$ cat config.mk
export PLATFORM = sky130hd
export DESIGN_NAME = alu_unit_flat
export DESIGN_NICKNAME = d
export VERILOG_FILES = /design/src/rtl/alu_pkg.sv /design/src/rtl/alu_if.sv /design/src/rtl/alu_mul64.sv /design/src/rtl/alu_unit.sv /design/src/flat_wrapper.sv
export SDC_FILE = /design/constraint.sdc
export NUM_CORES = 2
export LEC_CHECK = 0
export ABC_AREA = 1
export BUFFER_PORTS_ARGS = -buffer_cell sky130_fd_sc_hd__buf_2
export CORE_AREA = 5 5 281 283
export DETAILED_ROUTE_END_ITERATION = 16
export DIE_AREA = 0 0 286 288
export PLACE_DENSITY_LB_ADDON = 0.1
export SLEW_MARGIN = 20
export SYNTH_ARGS = -nofsm -noshare
export SYNTH_HDL_FRONTEND = slang
export SYNTH_SLANG_ARGS = --single-unit
$ cat constraint.sdc
create_clock -name clk -period 0.8 [get_ports clk]
set_input_delay 0.04 -clock clk [delete_from_list [all_inputs] [get_ports clk]]
set_output_delay 0.04 -clock clk [all_outputs]
set_load 0.1 [all_outputs]
$ cat src/rtl/alu_pkg.sv
// rtl/alu_pkg.sv - shared widths, operation codes and flag indices for the ALU
package alu_pkg;

    localparam int WIDTH = 32;

    typedef enum logic [2:0] {
        ALU_ADD   = 3'b000,
        ALU_SUB   = 3'b001,
        ALU_AND   = 3'b010,
        ALU_ORR   = 3'b011,
        ALU_EOR   = 3'b100,
        ALU_MUL   = 3'b101,
        ALU_SMULL = 3'b110,
        ALU_UMULL = 3'b111
    } alu_op_e;

    localparam int FLAG_N = 3;
    localparam int FLAG_Z = 2;
    localparam int FLAG_C = 1;
    localparam int FLAG_V = 0;

endpackage

$ cat src/rtl/alu_if.sv
// rtl/alu_if.sv - operand/result bundle between the datapath and the ALU
// master: drives ALUControl, A, B; observes ALUFlags, Result, ResultExtra
// slave : the ALU itself
interface alu_if;
    import alu_pkg::*;

    logic [2:0]       ALUControl;
    logic [WIDTH-1:0] A;
    logic [WIDTH-1:0] B;
    logic [3:0]       ALUFlags;
    logic [WIDTH-1:0] Result;
    logic [WIDTH-1:0] ResultExtra;

    modport master (
        output ALUControl, A, B,
        input  ALUFlags, Result, ResultExtra
    );

    modport slave (
        input  ALUControl, A, B,
        output ALUFlags, Result, ResultExtra
    );

endinterface

$ cat src/rtl/alu_mul64.sv
// rtl/alu_mul64.sv - combinational 33x33 signed multiplier, 64-bit product
// a, b    : operands already sign- or zero-extended to 33 bits by the caller
// product : low 64 bits of a*b (the full value of any 32x32 signed/unsigned product)
module alu_mul64 (
    input  logic signed [32:0] a,
    input  logic signed [32:0] b,
    output logic        [63:0] product
);

    logic signed [63:0] a_w;
    logic signed [63:0] b_w;

    // Widening to 64 bits up front keeps the multiply in a 64-bit context,
    // so truncation drops only bits a 32x32 product can never reach.
    assign a_w = {{31{a[32]}}, a};
    assign b_w = {{31{b[32]}}, b};
    assign product = a_w * b_w;

endmodule

$ cat src/rtl/alu_unit.sv
// rtl/alu_unit.sv - 32-bit ALU with NZCV flags and registered outputs
// clk   : rising-edge clock
// rst_n : asynchronous active-low reset, clears all outputs
// bus   : slave side of alu_if (ALUControl/A/B in; ALUFlags/Result/ResultExtra out, one cycle later)
module alu_unit
    import alu_pkg::*;
(
    input  logic   clk,
    input  logic   rst_n,
    alu_if.slave   bus
);

    alu_op_e          op;
    logic             is_sub;
    logic [WIDTH-1:0] b_add;
    logic [WIDTH:0]   sum;
    logic signed [32:0] mul_a;
    logic signed [32:0] mul_b;
    logic [63:0]      product;

    logic [WIDTH-1:0] res_d;
    logic [WIDTH-1:0] ext_d;
    logic             c_d;
    logic             v_d;
    logic [3:0]       flags_d;

    assign op = alu_op_e'(bus.ALUControl);

    // Shared adder: SUB is A + ~B + 1, so carry out means "no borrow".
    assign is_sub = (op == ALU_SUB);
    assign b_add  = is_sub ? ~bus.B : bus.B;
    assign sum    = {1'b0, bus.A} + {1'b0, b_add} + {{WIDTH{1'b0}}, is_sub};

    // Only SMULL sign-extends; MUL's low word is identical either way.
    assign mul_a = {(op == ALU_SMULL) & bus.A[WIDTH-1], bus.A};
    assign mul_b = {(op == ALU_SMULL) & bus.B[WIDTH-1], bus.B};

    alu_mul64 u_mul (
        .a       (mul_a),
        .b       (mul_b),
        .product (product)
    );

    always_comb begin
        res_d = '0;
        ext_d = '0;
        c_d   = 1'b0;
        v_d   = 1'b0;
        case (op)
            ALU_ADD, ALU_SUB: begin
                res_d = sum[WIDTH-1:0];
                c_d   = sum[WIDTH];
                // Overflow: operands agree in sign (ADD) or differ (SUB),
                // and the result sign departs from A.
                v_d   = ((bus.A[WIDTH-1] ^ bus.B[WIDTH-1]) == is_sub) &&
                        (sum[WIDTH-1] != bus.A[WIDTH-1]);
            end
            ALU_AND: res_d = bus.A & bus.B;
            ALU_ORR: res_d = bus.A | bus.B;
            ALU_EOR: res_d = bus.A ^ bus.B;
            ALU_MUL: res_d = product[WIDTH-1:0];
            ALU_SMULL, ALU_UMULL: begin
                res_d = product[WIDTH-1:0];
                ext_d = product[63:WIDTH];
            end
            default: res_d = '0;
        endcase
    end

    // ext_d is zero outside the long multiplies, so one 64-bit zero test
    // serves every op; N comes from the top word only for the long forms.
    always_comb begin
        flags_d         = '0;
        flags_d[FLAG_N] = (op == ALU_SMULL || op == ALU_UMULL) ? ext_d[WIDTH-1] : res_d[WIDTH-1];
        flags_d[FLAG_Z] = ({ext_d, res_d} == '0);
        flags_d[FLAG_C] = c_d;
        flags_d[FLAG_V] = v_d;
    end

    always_ff @(posedge clk or negedge rst_n) begin
        if (!rst_n) begin
            bus.Result      <= '0;
            bus.ResultExtra <= '0;
            bus.ALUFlags    <= '0;
        end else begin
            bus.Result      <= res_d;
            bus.ResultExtra <= ext_d;
            bus.ALUFlags    <= flags_d;
        end
    end

endmodule

$ cat src/flat_wrapper.sv
// flat-port wrapper written by rule: the top's interface ports become plain ports
module alu_unit_flat import alu_pkg::*;
  (clk, rst_n, bus_ALUControl, bus_A, bus_B, bus_ALUFlags, bus_Result, bus_ResultExtra);
  alu_if bus_i ();
  input  logic clk;
  input  logic rst_n;
  input wire logic [$bits(bus_i.ALUControl)-1:0] bus_ALUControl;
  input wire logic [$bits(bus_i.A)-1:0] bus_A;
  input wire logic [$bits(bus_i.B)-1:0] bus_B;
  output wire logic [$bits(bus_i.ALUFlags)-1:0] bus_ALUFlags;
  output wire logic [$bits(bus_i.Result)-1:0] bus_Result;
  output wire logic [$bits(bus_i.ResultExtra)-1:0] bus_ResultExtra;
  assign bus_i.ALUControl = bus_ALUControl;
  assign bus_i.A = bus_A;
  assign bus_i.B = bus_B;
  assign bus_ALUFlags = bus_i.ALUFlags;
  assign bus_Result = bus_i.Result;
  assign bus_ResultExtra = bus_i.ResultExtra;
  alu_unit u_core (.clk(clk), .rst_n(rst_n), .bus(bus_i));
endmodule
# After elaboration in Yosys (flattened, before gate mapping)
# Index checks and enable logic that the tools add are counted.
[word_totals]
ram_bits = 0
mem_count = 0
word_cells = 35
out_inout_bits = 68
latch_bits = 0
mem_bits_ro = 0
regBits = 68
[classes]
div_mod_pow = 0
n_mux = 6
bitwise = 7
n_shift = 0
multipliers = 1
magnitude_cmp = 0
n_addsub = 2
reduce_logical = 7
eq_ne = 9
[op_table]
columns = ["op", "count"]
rows = [
  ["32-bit one-hot mux with 5 select lines", 1],
  ["64-bit logical NOT", 1],
  ["33-bit by 33-bit multiplier with 64-bit output", 1],
  ["32-bit two-way mux", 2],
  ["32-bit by 32-bit adder with 33-bit output", 1],
  ["33-bit by 1-bit adder with 33-bit output", 1],
  ["32-bit AND", 1],
  ["32-bit NOT", 1],
  ["32-bit OR", 1],
  ["32-bit XOR", 1],
  ["3-bit equality test (second input constant)", 4],
  ["3-bit by 2-bit equality test with 1-bit output (second input constant)", 2],
  ["2-bit OR reduction", 2],
  ["3-bit by 1-bit equality test with 1-bit output (second input constant)", 1],
  ["3-bit logical NOT", 1],
  ["1-bit two-way mux", 3],
  ["3-bit OR reduction", 1],
  ["1-bit AND", 2],
  ["1-bit equality test", 1],
  ["1-bit logical AND", 1],
  ["1-bit logical OR", 1],
  ["1-bit inequality test", 1],
  ["1-bit XOR", 1],
]

# Logic depth before layout (Yosys ltp)
[logic_depth]
ltp_word = 7
ltp_mapped = 41
mapped_depth_nobuf = 38

# Modules after synthesis
# From an unflattened synthesis, not the netlist that was laid out.
[hier_totals]
cells_unflattened = 6320
hier_area_um2 = 47596.9
[by_module_without_submodules]
columns = ["mod", "seq_area_each_um2", "n_inst", "area_each_um2", "cells_per_inst"]
rows = [
  ["alu_mul64", 0.0, 1, 40652.7, 5268],
  ["alu_unit", 1701.6, 1, 6944.2, 1052],
]

# Worst setup path after synthesis
# Ideal clock, no wire load.
[synth_timing]
path_kind = "input port to flip-flop"
startpoint = "input bus_ALUControl[2]"
endpoint = "register u_core.bus.ALUFlags[2]"
t_arrival_ns = 7.408
required_time_ns = 0.729
path_stages = 34
setup_ns = 0.071
path_buffers = 2
setup_slack_ns = -6.679
cell_sequence = "buf_4 -> nand2_2 -> inv_2 -> nand2_2 -> clkbuf_1 -> nor2_1 -> fa_1 -> inv_1 -> fa_1 -> inv_1 -> fa_1 -> fa_1 -> inv_1 -> fa_1 -> inv_1 -> fa_1 -> inv_1 -> fa_1 -> fa_1 -> inv_1 -> ha_1 -> a21oi_1 -> o21a_1 -> o21ai_0 -> a21oi_1 -> o211ai_1 -> or2_2 -> nand3_1 -> nand2_1 -> nor2_1 -> nand4_1 -> nor2_1 -> nand4_1 -> nor2_1"
[synth_via]
elab_chain_len = 6
elab_cells_between_ends = 20
cone_classes = "2 x add/sub; 1 x mul; 7 x eq/ne; 3 x mux; 2 x bitwise; 5 x reduce/logical"
[synth_lines]
columns = ["element", "line", "source"]
rows = [
  ["start: declaration", "flat_wrapper.sv:7", "input wire logic [$bits(bus_i.ALUControl)-1:0] bus_ALUControl;"],
  ["3-bit by 1-bit equality test with 1-bit output", "alu_unit.sv:30, alu_unit.sv:49", ""],
  ["32-bit two-way mux", "alu_unit.sv:31", "assign b_add = is_sub ? ~bus.B : bus.B;"],
  ["32-bit by 32-bit adder with 33-bit output", "alu_unit.sv:32", "assign sum = {1'b0, bus.A} + {1'b0, b_add} + {{WIDTH{1'b0}}, is_sub};"],
  ["33-bit by 1-bit adder with 33-bit output", "alu_unit.sv:32", ""],
  ["32-bit one-hot mux with 5 select lines", "alu_unit.sv:49", "case (op)"],
  ["64-bit logical NOT (*)", "alu_unit.sv:75", "flags_d[FLAG_Z] = ({ext_d, res_d} == '0);"],
  ["via u_core.flags_d[2]", "alu_unit.sv:25", "logic [3:0] flags_d;"],
  ["end signal: assignment", "alu_unit.sv:88", "bus.ALUFlags <= flags_d;"],
  ["end: declaration", "alu_if.sv:21", "output ALUFlags, Result, ResultExtra"],
]
# The timed path passes the listed nets; every way through them passes the cells marked *.

# Final worst setup path
[layout_timing]
startpoint = "input bus_ALUControl[1]"
endpoint = "register u_core.bus.ALUFlags[2]"
# Same word-level chain as after synthesis.

==> flow_summary_export.csv <==
group,metric,value,unit
setup_path,cp_common_cell,"fa_1",
grt,grt_pass1_wl,252,mm
die,die_x,286,um
synthesis,synth_nets,7145,
placement,port_buffers,136,
die,core_area,76400,um^2
clock_network,cts.clk_slew.worst_paths,60,ps
outcome,status,"finished with violations",
clock_network,numCtsBuffers,9,
detailed_routing,vias,41100,
synthesis,synth_async_sr_flop_share,100,%
die,rows,102,
synthesis,ys_seq_area_share,3.77,%
detailed_routing,first_iter_violations,3049,
die,die_h,288,um
job,drv_cap,0,
timing,fin_crit_sh,903,%
synthesis,synthesis.area,45100,um^2
synthesis,synth_xor_area_share,1.32,%
setup_path,worstPathArrival,7490,ps
setup_path,path_buf_inv,10,
timing,worst_slew_pin_slew,554,ps
clock_network,root_buffer,"clkbuf_16",
grt,antenna_found_initial,3,
timing,setup_viol,136,
timing,slew_headroom,63.1,%
grt,first_global_vias,44600,
hold_path,hold_class,"primary input to asynchronous set/reset pin",
setup_path,slowest_stage,"fa_1",
synthesis,synth.area.mux_share,0,%
die,start_util,59.0,%
detailed_routing,routed_wl,167,mm
die,dieArea,82400,um^2
setup_path,crit_family,"adder cells",
synthesis,synth_warnings,0,
clock_network,cts.sinks,68,
synthesis,synth_fa_ha_area_share,58.5,%
clock_network,htree_levels,3,
final_layout,fin_nets,8119,
detailed_routing,wl_per_cell,21.9,um
synthesis,yosys.area.top_type,"fa_1",
synthesis,ys_types,56,
grt,grt_usage,40.2,%
placement,place_congestion,0.997,
clock_network,cts_tree,"done",
setup_path,start_kind,"primary input",
timing,timing.fmax,138,MHz
final_layout,final_core_util,80.9,%
synthesis,syn_avg_cell_area,7.99,um^2
final_layout,layout-drive-gt1-share,31.5,%
detailed_routing,dr.pass1.iters,6,
die,io_pins,137,
timing,timing.final.ws_setup,-6420,ps
synthesis,yosysMostFrequentCell,"inv_1",
grt,overflow,0,
timing,hold_viol,0,
synthesis,synth_top_family_by_area,"adder cells",
synthesis,synthTopCellsByCount,"1,699 x inv_1, 1,355 x nand2_1, 1,126 x fa_1",
grt,grt_max_degree,46,
timing,drv_slew,0,
synthesis,ys.flop_type,"dfrtp_1",
synthesis,synth.top_cell.area_share,50.0,%
setup_path,end_kind,"register",
setup_path,cp_max_fo,4,
setup_path,cp.required,1070,ps
detailed_routing,antenna_left,0,
synthesis,synth_area_leaders,"fa_1 50%, inv_1 14%, nand2_1 11%",
final_layout,area_delta_synth_final,37.2,%
synthesis,yosys.area_share.simple,15.8,%
timing,rsz0062_at_grt,"true",
synthesis,ys_seq_elements,68,
setup_path,worstSetupPathType,"primary input to register",
outcome,violations,"setup timing",
timing,period_needed,7220,ps
setup_path,max_stage_delay,600,ps
synthesis,synth-edff-count,0,
detailed_routing,vias_per_cell,5.40,
clock_network,clk_path_buf_depth,2,
detailed_routing,drc,0,
synthesis,syn_inst,5643,
synthesis,synth-compound-area-share,4.23,%
placement,post-dp-hpwl,130,mm
## through the flow
step,worst slack (ps),TNS [ps],area (um^2),hold slack (ps),cells
2_1_floorplan,-6210,-317400,47300,-256,5643
3_3_place_gp,-7160,-389670,55700,-98.9,7400
3_5_place_dp,-7230,-392370,55700,-93.6,7400
4_1_cts,-6270,-350120,60400,104,7571
5_1_grt,-6650,-369430,61900,115,7611
6_report,-6420,-357720,61900,119,7613
## cell families (layout without fill, tap and decap cells)
family          count (synthesis)  count (layout)
xor+xnor                       68              68
fa+ha+maj                    1433            1433
simple gates                 1785            1785
compound gates                326             326
buf+inv                      1963            2942
flops                          68              68
other cells                     0               3
## flip-flops by register name (all words and copies together) (netlist names)
name and count:
u_core.bus.ResultExtra 32, u_core.bus.Result 32, u_core.bus.ALUFlags 4
## cell type report
| cell class | count | area, um^2 |
|---|---|---|
| multi-input combinational | 3612 | 39800 |
| inverter | 1716 | 6480 |
| timing repair buffer | 1210 | 12200 |
| fill | 4897 | 14600 |
| antenna | 3 | 7.51 |
| tap | 988 | 1240 |
| sequential | 68 | 1790 |
| clock inverter | 7 | 100 |
| clock buffer | 9 | 225 |
## worst max-delay path by stage
stage / from / endpoint / slack, ps / cells past startpoint
after floorplan: bus_ALUControl[2] / u_core.bus.ALUFlags[2] / -6210 / 34
after global placement: bus_ALUControl[2] / u_core.bus.ALUFlags[2] / -7160 / 36
after detailed placement: bus_ALUControl[2] / u_core.bus.ALUFlags[2] / -7230 / 36
after CTS: bus_ALUControl[2] / u_core.bus.ALUFlags[2] / -6270 / 34
after global routing: bus_ALUControl[1] / u_core.bus.ALUFlags[2] / -6650 / 37
final: bus_ALUControl[1] / u_core.bus.ALUFlags[2] / -6420 / 37
## layer usage
metal	share of wire [%]	GRT usage, %
met1	34	48.0
met2	48	67.6
met3	7.9	5.62
met4	10	28.4
met5	0	0
## layout by cell type (no fill, tap or decap), types with 11 or more instances in the layout
cell type | netlist | routed
a21oi_1 | 133 | 62
a21oi_2 | 8 | 59
a21oi_4 | 0 | 20
buf_12 | 0 | 164
buf_2 | 4 | 17
buf_4 | 3 | 854
buf_6 | 0 | 120
buf_8 | 0 | 32
clkbuf_16 | 0 | 11
dfrtp_2 | 0 | 67
fa_1 | 1126 | 1058
fa_2 | 0 | 68
ha_1 | 307 | 212
ha_4 | 0 | 89
inv_1 | 1699 | 1561
inv_2 | 15 | 140
nand2_1 | 1355 | 1210
nand2_2 | 12 | 96
nand2_4 | 3 | 61
nand3_1 | 85 | 51
nand3_2 | 2 | 26
nand3_4 | 1 | 11
nand4_1 | 20 | 20
nor2_1 | 246 | 156
nor2_2 | 3 | 49
nor2_4 | 1 | 45
o21a_1 | 12 | 11
o21ai_0 | 84 | 36
o21ai_1 | 12 | 24
o21ai_2 | 6 | 27
o21ai_4 | 0 | 15
or2_1 | 9 | 11
xnor2_1 | 17 | 16
xor2_1 | 51 | 48
## repair_timing
action	in CTS	in global routing
endpoints found under the hold margin	68	0
setup buffers	146	57
gates cloned	19	2
setup endpoints to repair	136	136
pin swaps	231	240
resized for setup	754	310
hold buffers	1	0
Power is not shown: default switching activity piles up to over one toggle a cycle in this logic, so the estimate is an artifact.
